**src/rtl/ccff_chain_loader.sv**
```systemverilog
// ccff_chain_loader: serialises bitstream words MSB-first into a configuration scan chain.
// Define CCFF_READBACK_EN to add a recirculating readback pass with a parity check.
module ccff_chain_loader #(
    parameter int CHAIN_LEN = 64,
    parameter int WORD_W    = 8,
    parameter int CNT_W     = $clog2(CHAIN_LEN + 1)
) (
    input  logic              CK,
    input  logic              RST,
    input  logic              start,
    input  logic              word_valid,
    input  logic [WORD_W-1:0] word_data,
    output logic              word_ready,
    output logic              ccff_head,
    output logic              ccff_en,
    input  logic              ccff_tail,
    output logic              busy,
    output logic              done,
    output logic [CNT_W-1:0]  bit_count,
    output logic              error
);

    localparam int               SUB_W    = (WORD_W > 1) ? $clog2(WORD_W) : 1;
    localparam logic [CNT_W-1:0] LAST_BIT = CNT_W'(CHAIN_LEN - 1);
    localparam logic [CNT_W-1:0] FULL_CNT = CNT_W'(CHAIN_LEN);
    localparam logic [SUB_W-1:0] LAST_SUB = SUB_W'(WORD_W - 1);

    typedef enum logic [2:0] {
        IDLE   = 3'd0,
        FETCH  = 3'd1,
        SHIFT  = 3'd2,
        VERIFY = 3'd3,
        DONE   = 3'd4
    } state_t;

    state_t            state_r;
    logic [WORD_W-1:0] sreg_r;
    logic [SUB_W-1:0]  sub_cnt_r;
    logic [CNT_W-1:0]  bit_count_r;
    logic              en_r;
    logic              busy_r;
    logic              done_r;

`ifdef CCFF_READBACK_EN
    logic             load_par_r;
    logic             rb_par_r;
    logic             error_r;
    logic [CNT_W-1:0] vcnt_r;

    function automatic logic par_fold(input logic acc, input logic bit_in);
        return acc ^ bit_in;
    endfunction
`endif

    // Load sequencer: state, shift register, counters and registered status flags.
    always_ff @(posedge CK) begin
        if (RST) begin
            state_r     <= IDLE;
            sreg_r      <= {WORD_W{1'b0}};
            sub_cnt_r   <= {SUB_W{1'b0}};
            bit_count_r <= {CNT_W{1'b0}};
            en_r        <= 1'b0;
            busy_r      <= 1'b0;
            done_r      <= 1'b0;
`ifdef CCFF_READBACK_EN
            load_par_r  <= 1'b0;
            rb_par_r    <= 1'b0;
            error_r     <= 1'b0;
            vcnt_r      <= {CNT_W{1'b0}};
`endif
        end else begin
            case (state_r)
                IDLE, DONE: begin
                    if (start) begin
                        state_r     <= FETCH;
                        bit_count_r <= {CNT_W{1'b0}};
                        busy_r      <= 1'b1;
                        done_r      <= 1'b0;
`ifdef CCFF_READBACK_EN
                        load_par_r  <= 1'b0;
                        error_r     <= 1'b0;
`endif
                    end
                end
                FETCH: begin
                    if (word_valid) begin
                        sreg_r    <= word_data;
                        sub_cnt_r <= {SUB_W{1'b0}};
                        en_r      <= 1'b1;
                        state_r   <= SHIFT;
                    end
                end
                SHIFT: begin
                    sreg_r    <= sreg_r << 1;
                    sub_cnt_r <= sub_cnt_r + 1'b1;
                    if (bit_count_r != FULL_CNT) begin
                        bit_count_r <= bit_count_r + 1'b1;
                    end
`ifdef CCFF_READBACK_EN
                    load_par_r <= par_fold(load_par_r, sreg_r[WORD_W-1]);
`endif
                    // Chain full wins over word boundary: leftover word bits are dropped.
                    if (bit_count_r == LAST_BIT) begin
`ifdef CCFF_READBACK_EN
                        state_r  <= VERIFY;
                        vcnt_r   <= {CNT_W{1'b0}};
                        rb_par_r <= 1'b0;
`else
                        state_r  <= DONE;
                        en_r     <= 1'b0;
                        busy_r   <= 1'b0;
                        done_r   <= 1'b1;
`endif
                    end else if (sub_cnt_r == LAST_SUB) begin
                        state_r <= FETCH;
                        en_r    <= 1'b0;
                    end
                end
`ifdef CCFF_READBACK_EN
                VERIFY: begin
                    rb_par_r <= par_fold(rb_par_r, ccff_tail);
                    vcnt_r   <= vcnt_r + 1'b1;
                    if (vcnt_r == LAST_BIT) begin
                        error_r <= load_par_r ^ par_fold(rb_par_r, ccff_tail);
                        state_r <= DONE;
                        en_r    <= 1'b0;
                        busy_r  <= 1'b0;
                        done_r  <= 1'b1;
                    end
                end
`endif
                default: begin
                    state_r <= IDLE;
                    en_r    <= 1'b0;
                    busy_r  <= 1'b0;
                    done_r  <= 1'b0;
                end
            endcase
        end
    end

    assign word_ready = (state_r == FETCH);
    assign ccff_en    = en_r;
    assign busy       = busy_r;
    assign done       = done_r;
    assign bit_count  = bit_count_r;

`ifdef CCFF_READBACK_EN
    // Recirculate the tail during readback so the chain ends holding its loaded contents.
    assign ccff_head = (state_r == VERIFY) ? ccff_tail : (en_r & sreg_r[WORD_W-1]);
    assign error     = error_r;
`else
    logic unused_tail_s;
    assign unused_tail_s = ccff_tail;
    assign ccff_head     = en_r & sreg_r[WORD_W-1];
    assign error         = 1'b0;
`endif

endmodule

```
**config.mk**
```make
export PLATFORM = sky130hd
export DESIGN_NAME = ccff_chain_loader
export DESIGN_NICKNAME = d
export VERILOG_FILES = /design/src/rtl/ccff_chain_loader.sv
export SDC_FILE = /design/constraint.sdc
export NUM_CORES = 1
export LEC_CHECK = 0
export CORE_UTILIZATION = 40
export CTS_CLUSTER_SIZE = 12
export DETAILED_ROUTE_END_ITERATION = 10
export PLACE_DENSITY = 0.65
export SETUP_SLACK_MARGIN = 0.05
export SLEW_MARGIN = 20
export SYNTH_ARGS = -nofsm -noshare
export SYNTH_HDL_FRONTEND = slang
export SYNTH_SLANG_ARGS = --single-unit
export TNS_END_PERCENT = 30
```
**constraint.sdc**
```tcl
create_clock -name CK -period 2.1 [get_ports CK]
set_input_delay 0.21 -clock CK [delete_from_list [all_inputs] [get_ports CK]]
set_output_delay 0.21 -clock CK [all_outputs]
set_load 0.05 [all_outputs]
```
==> flow_summary.toml, run 1 <==
[setup_path]
cp_slowest_stage_delay_ps = 850
r2r_start = "state_r[1]"
worstPathMaxFanout = 7
slowest_stage = "clkdlybuf4s50_1"
r2r-end = "bit_count[5]"
critPathLaunch = "bit_count[6]"
endpoint = "bit_count[6]"
critPathBufInv = 1
path_cells = "clkdlybuf4s50_1"
crit_path_start_kind = "flip-flop"
crit_path_end_kind = "output port"
r2r_cells = 4
cp_num_cells = 1
crit_family = "buffers and inverters"
crit_type = "flip-flop to output port"
crit_required_ps = 1890
regToRegSetupSlack_ps = 280
arrival_ps = 1620

[detailed_routing]
first_pass_iters = 4
drt-initial-drc-count = 36
vias = 1112
wl_per_cell_um = 12.6
vias_per_cell = 5.62
post-route-drc-count = 0
routed_wl_mm = 2.49
ant_nets = 0

[sta]
final.setup_skew_ps = 1.96
grt_setup_unrepaired = "no"
fmax_mhz = 546
finalSetupViolCount = 0
fin_setup_tns_ps = 0
hold_viol_final = 0
final.period_utilization_pct = 87.2
fin_ws_ps = 268
holdWs_ps = 429
finalMaxSlewViolations = 0
maxSlewHeadroom_pct = 65.3
fin_crit_ps = 1830
worst_slew_pin_slew_ps = 520

[yosys]
postSynth.asyncResetShare_pct = 0
yosysWarnings = 0
syn_avg_cell_area_um2 = 8.30
yosysTopAreaCellShare_pct = 40.5
synth-edff-count = 0
syn_inst = 143
syn_area_mm2 = 0.00119
synth_common_cells = "24 x dfxtp_1, 22 x nor2_1, 12 x a21oi_1"
ys_seq_area_share_pct = 40.5
synthTopCellsByArea = "dfxtp_1 40%, nor2_1 7.0%, a21oi_1 5.1%, ha_1 4.2%, nand2_1 3.2%"
ys.flop_type = "dfxtp_1"
synth_top_area_cell = "dfxtp_1"
ys_types = 40
syn_nets = 160
yosysMostFrequentCell = "dfxtp_1"
yosys_register_bits = 24

[clocking]
cts.sinks = 24
clockBufferDepth = 2
cts-root-buf = "clkbuf_4"
ctsHoldBuffers = 0
cts_setup_buffers = 0
htreeDepth = 1
cts_resized = 0
numCtsBuffers = 3
insertion_delay_ps = 310
clkTransAtPathRegs_ps = 140
cts_tree = "done"

[placement]
portBuffers = 23
dp_hpwl_mm = 1.82
gp_congestion = 0.767
dp_slack_ps = 161

[final_layout]
area_growth_pct = 27.6
finish.net_count = 185
utilization_pct = 54.5
drive_gt1_share_pct = 9.58
diodes = 0

[floorplan]
start_util_pct = 42.7
std_cell_rows = 19
die_h_um = 56.5
ios = 26
die-area_mm2 = 0.00319
chipWidth_um = 56.5
coreArea_mm2 = 0.00278

[power]
totalPowerFinal_uw = 1060
ir_drop_mv = 0.477
power_density_mw_per_mm2 = 699
leakagePower_uw = 0.000573

[global_routing]
antenna_found_initial = 0
grt_usage_pct = 16.3
grt_pass1_vias = 972
grt_overflow = 0
grt_first_pass_wirelength_mm = 4.19
grt_start_max_net_pins = 16

[run_status]
status = "finished, final reports clean"

[worst_hold_path]
hp-class = "input pin to flip-flop"

[run]
cap_violations = 0
kinds of logic after synthesis:
group                      count (synthesis)  synth area share [%]
xor gates and xnor gates                   1                 0.738
buffers and inverters                     13                  4.43
DFF                                       24                  40.5
and+or+nand+nor                           67                  30.8
AOI/OAI and AO/OA                         31                  17.3
muxes                                      2                  1.79
other                                      1                 0.316
adders and majority gates                  4                  4.22
worst min-delay path by stage:
stage / start / endpoint / depth (start not counted)
finish: word_data[0] / sreg_r[0] / 3
global route: word_data[0] / sreg_r[0] / 3
CTS: word_data[0] / sreg_r[0] / 3
detailed placement: sub_cnt_r[1] / sub_cnt_r[1] / 2
global placement: sreg_r[1] / sreg_r[1] / 2
floorplan: word_data[0] / sreg_r[0] / 2
state kept, by name (all words and copies together), names as in the netlist:
| signal | cells |
|---|---|
| sub_cnt_r | 3 |
| busy | 1 |
| state_r | 3 |
| sreg_r | 8 |
| ccff_en | 1 |
| done | 1 |
| bit_count | 7 |
routing by layer:
layer  part of all wire, %  GRT usage (%)  vias to the layer above
met5                     0              0                        -
met3                   3.2           2.30                        2
met2                    44           26.7                       18
met1                    52           22.0                      523
li1                      -              -                      569
met4                  0.84           5.23                        0
metrics by stage:
| stage | area, um^2 | instances |
|---|---|---|
| after CTS | 1520 | 198 |
| after global routing | 1520 | 198 |
| after global placement | 1460 | 194 |
| after detailed placement | 1460 | 194 |
| after floorplan | 1190 | 143 |
| final | 1520 | 198 |
area by class of cell:
type	count	area, um^2
well taps	31	38.8
multi-input cells	106	659
inverters	5	18.8
flip-flops and latches	24	480
clock inverters	1	30.0
fillers	285	1270
clock buffers	3	22.5
repair buffers	28	265
power breakdown:
part	internal, uW	switching, uW
Clock	193	147
Sequential	483	29.9
Combinational	90.0	117
Total	766	294
worst reg2reg max path, delay by kind of cell, from the launching register on:
kind	cells	cell delay, ps
AND/OR/NAND/NOR	2	830
flip-flops	1	640
AO/OA/AOI/OAI	2	290
cells in the final DEF, fill, tap and decap left out, types with 2 or more instances in the layout:
cell and count:
a21oi_1 12, a22oi_1 2, a31oi_1 2, buf_4 6
clkbuf_4 3, clkdlybuf4s50_1 22, dfxtp_1 24, ha_1 4
inv_1 5, nand2_1 10, nand3_1 7, nor2_1 22
nor3_1 5, nor3b_2 2, nor4_1 6, o21ai_0 4
or3_1 4, or4_1 4
Note: power is estimated with default switching activity, not from simulation.
==> inputs of run 2 (changes only) <==
- SLEW_MARGIN: 20 -> 30
==> results of run 2 <==
Final layout, timing and power as in run 1 (identical DEF).
==> inputs of run 3 (changes only) <==
- CTS_BUF_LIST: not set -> sky130_fd_sc_hd__clkbuf_4
==> results of run 3 <==
Final layout, timing and power as in run 1 (identical DEF).
